**src/rtl/mem_access_stage.sv**
```systemverilog
// Y86-64 memory stage: decodes icode, issues one dmem read/write over req/ack, returns valM + dmem_error.
// Latency: 1 cycle accept->out_valid without access or on address error; 1 cycle after the mem_ack cycle otherwise.
// Backpressure: in_ready only in IDLE; mem_req is held until mem_ack (or timeout when MEM_TIMEOUT_EN is defined).
module mem_access_stage #(
  parameter int unsigned MEM_BYTES      = 1024,
  parameter int unsigned TIMEOUT_CYCLES = 16
) (
  input  logic        clk,
  input  logic        rst_n,
  input  logic        in_valid,
  output logic        in_ready,
  input  logic [3:0]  icode,
  input  logic [63:0] valE,
  input  logic [63:0] valA,
  input  logic [63:0] valP,
  output logic        mem_req,
  output logic        mem_we,
  output logic [63:0] mem_addr,
  output logic [63:0] mem_wdata,
  input  logic [63:0] mem_rdata,
  input  logic        mem_ack,
  output logic        out_valid,
  output logic [63:0] valM,
  output logic        dmem_error
);

  typedef enum logic [1:0] {
    S_IDLE = 2'd0,
    S_WAIT = 2'd1,
    S_DONE = 2'd2
  } state_t;

  localparam logic [3:0] I_RMMOVQ = 4'h4;
  localparam logic [3:0] I_MRMOVQ = 4'h5;
  localparam logic [3:0] I_CALL   = 4'h8;
  localparam logic [3:0] I_RET    = 4'h9;
  localparam logic [3:0] I_PUSHQ  = 4'hA;
  localparam logic [3:0] I_POPQ   = 4'hB;

  // Highest legal 8-byte-aligned start address of a quadword access.
  localparam logic [63:0] ADDR_MAX = 64'(MEM_BYTES) - 64'd8;

  state_t      state_q, state_d;
  logic        mem_req_q, mem_req_d;
  logic        mem_we_q, mem_we_d;
  logic [63:0] mem_addr_q, mem_addr_d;
  logic [63:0] mem_wdata_q, mem_wdata_d;
  logic [63:0] valm_q, valm_d;
  logic        dmem_error_q, dmem_error_d;

  logic        dec_access;
  logic        dec_we;
  logic [63:0] dec_addr;
  logic [63:0] dec_wdata;
  logic        addr_err;
  logic        accept;
  logic        timeout_hit;

  assign accept = in_valid && (state_q == S_IDLE);

  // Decode which access (if any) this instruction performs and its address/data sources.
  always_comb begin
    dec_access = 1'b0;
    dec_we     = 1'b0;
    dec_addr   = valE;
    dec_wdata  = 64'd0;
    case (icode)
      I_RMMOVQ, I_PUSHQ: begin
        dec_access = 1'b1;
        dec_we     = 1'b1;
        dec_wdata  = valA;
      end
      I_CALL: begin
        dec_access = 1'b1;
        dec_we     = 1'b1;
        dec_wdata  = valP;
      end
      I_MRMOVQ: begin
        dec_access = 1'b1;
      end
      I_POPQ, I_RET: begin
        dec_access = 1'b1;
        dec_addr   = valA;
      end
      default: begin
      end
    endcase
  end

  // Misaligned or past-the-end quadwords never reach the memory.
  assign addr_err = (dec_addr[2:0] != 3'b000) || (dec_addr > ADDR_MAX);

`ifdef MEM_TIMEOUT_EN
  localparam int unsigned CNT_W = $clog2(TIMEOUT_CYCLES + 1);

  logic [CNT_W-1:0] cnt_q, cnt_d;

  // Count WAIT cycles without an ack; idle value 0 means every WAIT entry starts from zero.
  always_comb begin
    cnt_d = cnt_q;
    if (state_q != S_WAIT) begin
      cnt_d = '0;
    end else if (!mem_ack) begin
      cnt_d = cnt_q + 1'b1;
    end
  end

  // An ack in the same cycle as the limit takes priority over the timeout.
  assign timeout_hit = (state_q == S_WAIT) && !mem_ack && (cnt_d == CNT_W'(TIMEOUT_CYCLES));

  // Timeout counter register.
  always_ff @(posedge clk) begin
    if (!rst_n) begin
      cnt_q <= '0;
    end else begin
      cnt_q <= cnt_d;
    end
  end
`else
  // Without the timeout, WAIT is left only by mem_ack or reset.
  assign timeout_hit = 1'b0;
`endif

  // State and datapath registers; reset aborts any transaction in flight.
  always_ff @(posedge clk) begin
    if (!rst_n) begin
      state_q      <= S_IDLE;
      mem_req_q    <= 1'b0;
      mem_we_q     <= 1'b0;
      mem_addr_q   <= 64'd0;
      mem_wdata_q  <= 64'd0;
      valm_q       <= 64'd0;
      dmem_error_q <= 1'b0;
    end else begin
      state_q      <= state_d;
      mem_req_q    <= mem_req_d;
      mem_we_q     <= mem_we_d;
      mem_addr_q   <= mem_addr_d;
      mem_wdata_q  <= mem_wdata_d;
      valm_q       <= valm_d;
      dmem_error_q <= dmem_error_d;
    end
  end

  // Next-state logic: skip WAIT when there is nothing legal to send to memory.
  always_comb begin
    state_d = state_q;
    case (state_q)
      S_IDLE: begin
        if (accept) begin
          state_d = (dec_access && !addr_err) ? S_WAIT : S_DONE;
        end
      end
      S_WAIT: begin
        if (mem_ack || timeout_hit) begin
          state_d = S_DONE;
        end
      end
      S_DONE:  state_d = S_IDLE;
      default: state_d = S_IDLE;
    endcase
  end

  // Output/datapath logic: launch the request on accept, close it on ack or timeout.
  always_comb begin
    mem_req_d    = mem_req_q;
    mem_we_d     = mem_we_q;
    mem_addr_d   = mem_addr_q;
    mem_wdata_d  = mem_wdata_q;
    valm_d       = valm_q;
    dmem_error_d = dmem_error_q;
    case (state_q)
      S_IDLE: begin
        if (accept) begin
          valm_d       = 64'd0;
          dmem_error_d = dec_access && addr_err;
          if (dec_access && !addr_err) begin
            mem_req_d   = 1'b1;
            mem_we_d    = dec_we;
            mem_addr_d  = dec_addr;
            mem_wdata_d = dec_wdata;
          end
        end
      end
      S_WAIT: begin
        if (mem_ack) begin
          mem_req_d = 1'b0;
          if (!mem_we_q) begin
            valm_d = mem_rdata;
          end
        end else if (timeout_hit) begin
          mem_req_d    = 1'b0;
          dmem_error_d = 1'b1;
        end
      end
      default: begin
      end
    endcase
  end

  assign in_ready   = (state_q == S_IDLE);
  assign out_valid  = (state_q == S_DONE);
  assign mem_req    = mem_req_q;
  assign mem_we     = mem_we_q;
  assign mem_addr   = mem_addr_q;
  assign mem_wdata  = mem_wdata_q;
  assign valM       = valm_q;
  assign dmem_error = dmem_error_q;

endmodule
```
**config.mk**
```make
export PLATFORM = sky130hd
export DESIGN_NAME = mem_access_stage
export DESIGN_NICKNAME = d
export VERILOG_FILES = /design/src/rtl/mem_access_stage.sv
export SDC_FILE = /design/constraint.sdc
export NUM_CORES = 1
export LEC_CHECK = 0
export CAP_MARGIN = 10
export CORE_AREA = 3 3 178 180
export CTS_BUF_LIST = sky130_fd_sc_hd__clkbuf_4
export DETAILED_ROUTE_END_ITERATION = 6
export DIE_AREA = 0 0 181 183
export PLACE_DENSITY = 0.71
export SKIP_LAST_GASP = 1
export SLEW_MARGIN = 15
export SYNTH_ARGS = -nofsm -noshare
export SYNTH_HDL_FRONTEND = slang
export SYNTH_SLANG_ARGS = --single-unit
```
**constraint.sdc**
```tcl
create_clock -name clk -period 1.75 [get_ports clk]
set_input_delay 0.35 -clock clk [delete_from_list [all_inputs] [get_ports clk]]
set_output_delay 0.35 -clock clk [all_outputs]
set_load 0.005 [all_outputs]
```
==> reports/metrics.csv, run 1 <==
metric,value,unit
CP max FO,19,
largest net degree at the start of global routing,65,
Max-Cap Viols,0,
crit path kind,primary input to register,
Hold WC Path Type,primary input to register,
"commonest cells after routing, fill and taps aside","213 x dlygate4sd2_1, 212 x nand2_1, 188 x clkdlybuf4s50_1",
final slew viol count,0,
Post-synth top flop,dfxtp_1,
"most common cell after layout, fill and taps aside",dlygate4sd2_1,
pre-CTS WS,-0.924,ns
FMAX,545,MHz
warnings from Yosys,0,
Total Power,0.00859,W
Die H,183,µm
row count,64,
vias in the first global route,8594,
fillcell total,2866,
CP startpoint kind,primary input,
final worst clock skew,0.0283,ns
failing checks,setup timing,
"slowest stage cell, crit path",clkdlybuf4s50_1,
Antenna Violating Nets Remaining,0,
hold-fix buffers at CTS,0,
IO Pins,461,
P&R area growth vs syn,80.7,%
Final Hold Vio Count,0,
die width,181,µm
clock period minus worst slack,1.84,ns
Worst setup EP type,register,
final net count,1660,
Finish-stage setup viols,84,
number of CTS-inserted buffers,17,
outcome,"complete, but fails checks",
Final GP Congestion,0.884,
RSZ-0062 raised after global routing,yes,
clock slew at reported path FFs,0.23,ns
starting density of the core,0.266,
Max VDD drop,0.452,mV
CTS sink count,197,
DRT Pass-1 Iters,5,
Total Routed Length,32.6,mm
CTS Buffer Depth,2,
fin crit share,1.05,
port bufs,460,
H-Tree Depth,4,
via/cell ratio,4.74,
PD cells,589,nW/µm²
synthesized cell area,8070,µm²
first-pass GRT wire length,48.9,mm
gr usage total,0.187,
per-cell routed wire length,18.0,µm
die area,33100,µm²
"Seq/Total Area, Yosys",0.489,
insertion delay to the later sink of the worst-skew pair,0.58,ns
Critical Path RT,2.23,ns
final core occ,0.481,
distinct cell type count of the synthesized netlist,34,
core area,30300,µm²
crit-path max cell delay,0.45,ns
Setup WS post-layout,-0.0862,ns
proportion of layout cells with a drive suffix above 1,0.270,
max_slew headroom,0.709,
Iter 0 DRT Violations,328,
Synth Register Bits,197,
clock root buffer,clkbuf_4,
Congestion Overflow GR,0,
CTS tree,yes,
Tightest Pin Transition,0.437,ns
Vias,8572,
cells along the critical path,"clkdlybuf4s50_1, nor3_1, nand4_1, nor2_1, buf_4, o2111ai_4, buf_4, buf_6, buf_16, and3_1",
cell mode on critical path,buf_4,
number of synthesized flops with an enable pin,0,
Post-Syn Nets,1149,
DP HPWL,24.8,mm
Synth async-reset ratio,0,
critical path arrival,2.32,ns
Static Leak,7.29,nW
initial antenna violation count,3,
# DRC,0,
Syn Inst Count,885,
"Avg Cell Area, Syn",9.12,µm²
-- routing by layer --
metal  vias up  GRT usage  wire [µm]
met3        63     0.0444       2150
met4         0     0.0719       1200
li1       4128          -          -
met5         -          0          0
met2       366      0.328      16100
met1      4015      0.222      13100
-- final cells by class --
cell class              count  area, µm²  area share
diodes                      2       5.00    0.000343
multi-input cells         610       4040       0.277
well taps                 396        495      0.0340
flip-flops and latches    197       4170       0.286
repair buffers            569       5510       0.378
inverters                   1       3.75    0.000257
clock buffers              17        128     0.00875
clock inverters            15        240      0.0165
-- synthesized netlist by cell type, types with 7 or more instances --
| master | instances | area share |
|---|---|---|
| nand2_1 | 214 | 0.10 |
| a21boi_0 | 64 | 0.060 |
| a22o_1 | 64 | 0.069 |
| and3_1 | 57 | 0.044 |
| mux2_2 | 7 | 0.0098 |
| nor4_1 | 26 | 0.020 |
| dfxtp_1 | 197 | 0.49 |
| buf_6 | 9 | 0.013 |
| nand3_1 | 68 | 0.042 |
| clkbuf_1 | 60 | 0.028 |
| buf_2 | 7 | 0.0043 |
| mux2i_1 | 72 | 0.089 |
-- stage by stage --
step | area [µm²] | instances | hold WS (ns) | TNS (ns)
3_3_place_gp | 13700 | 1757 | 0.433 | -122.71
2_1_floorplan | 8090 | 885 | 0.438 | 0
5_1_grt | 14600 | 1807 | 0.0546 | -1.91
6_report | 14600 | 1807 | 0.123 | -2.62
3_5_place_dp | 13700 | 1757 | 0.437 | -124.06
4_1_cts | 14300 | 1800 | 0.0662 | -1.58
-- worst paths after layout --
| kind | startpoint | slack [ns] | to | cells after the start |
|---|---|---|---|---|
| max | valE[58] | -0.09 | mem_addr[15]$_SDFFE_PN0P_ | 10 |
| min reg2reg | mem_req$_SDFFE_PN0P_ | 0.46 | mem_req$_SDFFE_PN0P_ | 2 |
| max reg2reg | state_q[1]$_SDFFE_PN0P_ | 0.06 | mem_addr[15]$_SDFFE_PN0P_ | 8 |
| min | rst_n | 0.12 | mem_addr[8]$_SDFFE_PN0P_ | 3 |
-- report_power, final --
group / switching, W / internal (W) / total, W / leakage (nW)
Clock: 0.00209 / 0.000804 / 0.00289 / 0.192
Combinational: 0.000467 / 0.000741 / 0.00121 / 5.42
Sequential: 0.00000186 / 0.00449 / 0.00449 / 1.68
-- what timing repair did --
| action | in CTS | in global routing |
|---|---|---|
| buffers inserted | 8 | 5 |
| gates resized for setup | 452 | 82 |
| pin swaps | 21 | 40 |
| setup endpoints to repair | 328 | 132 |
| gates cloned | 4 | 0 |
-- sequential cells by signal (all words and copies together) (netlist names) --
name,cells
mem_wdata,64
mem_req,1
mem_addr,64
state_q,2
mem_we,1
dmem_error,1
valM,64
-- critical path, delay by kind of cell --
kind	cells	cell delay (ns)
AOI/OAI and AO/OA	1	0.15
buffers and inverters	5	1.07
and+or+nand+nor	4	0.72
-- logic make-up (layout without fill, tap and decap cells) --
logic type / count (synthesis) / after routing / share of synthesized area
AND/OR/NAND/NOR: 392 / 392 / 0.227
buffers and inverters: 78 / 602 / 0.0462
AO/OA/AOI/OAI: 139 / 139 / 0.139
multiplexers: 79 / 79 / 0.0990
flip-flops: 197 / 197 / 0.489
other: 0 / 2 / 0
No activity file was read; power rests on OpenSTA's default activity.
==> run 2, diff against run 1 <==
Settings changed: GPL_ROUTABILITY_DRIVEN set to 0.
==> results of run 2 <==
No change in the layout: final DEF, timing and power equal those of run 1.
==> run 3, diff against run 2 <==
Settings changed: CORE_AREA 3 3 178 180 to unset, CORE_ASPECT_RATIO set to 0.5, CORE_MARGIN set to 3, CORE_UTILIZATION set to 35, DIE_AREA 0 0 181 183 to unset, PLACE_DENSITY 0.71 to 0.87.
==> reports/metrics.csv, run 3 (synthesis results as in run 1) <==
metric,value,unit
grt met1 use,0.320,
WHS,0.119,ns
hold-fix buffers at CTS,0,
fin crit share,1.05,
CTS Buffer Depth,2,
row count,38,
per-cell routed wire length,20.5,µm
CTS tree,yes,
CTS sink count,197,
Hold WC Path Type,primary input to register,
clock slew at reported path FFs,0.16,ns
die area,25000,µm²
PD cells,572,nW/µm²
DRT Pass-1 Iters,7,
H-Tree Depth,4,
critical path arrival,2.36,ns
# DRC,0,
crit-path leading delay family,buffers and inverters,
pre-CTS WS,-0.952,ns
cell mode on critical path,buf_12,
Finish-stage setup viols,31,
Antenna Violating Nets Remaining,0,
clock period minus worst slack,1.83,ns
max_slew headroom,0.711,
crit-path max cell delay,0.44,ns
"most common cell after layout, fill and taps aside",nand2_1,
R2R cell count,7,
via/cell ratio,5.21,
Setup WS post-layout,-0.0817,ns
Total Routed Length,34.8,mm
final net count,1647,
insertion delay to the later sink of the worst-skew pair,0.62,ns
FMAX,546,MHz
GRT busiest layer,met2,
Congestion Overflow GR,0,
final slew viol count,0,
met2 Usage GRT,0.455,
P&R area growth vs syn,77.5,%
die width,221,µm
number of CTS-inserted buffers,17,
Worst setup EP type,register,
clock root buffer,clkbuf_4,
Vias,8845,
largest net degree at the start of global routing,72,
Critical Path RT,2.28,ns
RSZ-0062 raised after global routing,yes,
IO Pins,461,
cells along the critical path,"clkdlybuf4s50_1, nor4_2, nand4_1, nor2_1, buf_4, o2111ai_4, buf_12, buf_12, clkbuf_16, and3_1",
Max VDD drop,0.350,mV
core area,22200,µm²
failing checks,setup timing,
initial antenna violation count,1,
Die H,113,µm
Static Leak,7.13,nW
outcome,"complete, but fails checks",
starting density of the core,0.364,
Tightest Pin Transition,0.434,ns
final worst clock skew,0.0231,ns
first-pass GRT wire length,50.2,mm
Iter 0 DRT Violations,602,
M3 GR Usage,0.0633,
"slowest stage cell, crit path",clkdlybuf4s50_1,
Final Hold Vio Count,0,
CP startpoint kind,primary input,
Worst path depth,10,
worst path bufs/invs,5,
crit path kind,primary input to register,
proportion of layout cells with a drive suffix above 1,0.227,
DP HPWL,25.5,mm
Worst Hold Depth,3,
port bufs,460,
gr usage total,0.262,
Max-Cap Viols,0,
"commonest cells after routing, fill and taps aside","212 x nand2_1, 211 x dlygate4sd2_1, 191 x clkdlybuf4s50_1",
CP max FO,7,
vias in the first global route,8742,
[run 3: cell count changes in the layout (fill, tap and decap cells not counted), sizes merged, moves of 3 or more]
cell	previous run	this run
inv	11	4
clkdlybuf4s50	188	191
clkbuf	20	29
buf	115	98
[run 3: worst register-to-register path, stage by stage, from the launching register on]
cell and delay [ns]:
dfxtp_4 0.40, nor2_2 0.12, and2_2 0.25, o2111ai_4 0.17
buf_12 0.17, buf_12 0.13, clkbuf_16 0.16, and3_1 0.18
[run 3: timing repair]
action                                  4_1_cts  5_1_grt
buffers inserted                             18        4
gates resized for setup                     388       91
endpoints found under the setup margin      328      134
pin swaps                                    24       39
gates cloned                                  5        1
[run 3: power breakdown]
part | total (W) | switching [W] | internal, W
clock | 0.00251 | 0.00162 | 0.000898
sequential | 0.00448 | 0.00000224 | 0.00448
combinational | 0.00120 | 0.000479 | 0.000722
[run 3: path summary, 6_finish.rpt]
check,from,to,slack [ns]
setup / recovery,valE[30],mem_addr[32]$_SDFFE_PN0P_,-0.08
hold / removal,rst_n,state_q[1]$_SDFFE_PN0P_,0.12
setup reg to reg,state_q[0]$_SDFFE_PN0P_,mem_addr[32]$_SDFFE_PN0P_,0.08
hold reg to reg,mem_req$_SDFFE_PN0P_,mem_req$_SDFFE_PN0P_,0.46
[run 3: layer usage]
layer / share of wire / vias up
li1: - / 4101
met1: 0.40 / 4292
met2: 0.51 / 376
met3: 0.064 / 76
met4: 0.030 / 0
met5: 0 / -
[run 3: final cells by class]
class | count | area (µm²)
Inverter | 1 | 3.75
Clock buffer | 20 | 150
Antenna cell | 1 | 2.50
Clock inverter | 12 | 128
Tap cell | 300 | 375
Sequential cell | 197 | 4110
Timing Repair Buffer | 556 | 5510
Multi-Input combinational cell | 610 | 4050
Fill cell | 1799 | 7830
[run 3: stage by stage]
step | setup TNS (ns) | std cells | utilization | total power (W) | cell area (µm²)
6_report | -1.75 | 1697 | 0.647 | 0.00820 | 14300
5_1_grt | -7.59 | 1697 | 0.647 | 0.00848 | 14300
4_1_cts | -0.702 | 1691 | 0.635 | 0.00822 | 14100
3_5_place_dp | -125.05 | 1637 | 0.609 | 0.00576 | 13500
3_3_place_gp | -119.05 | 1637 | 0.609 | 0.00574 | 13500
2_1_floorplan | 0 | 885 | - | 0.00489 | 8090
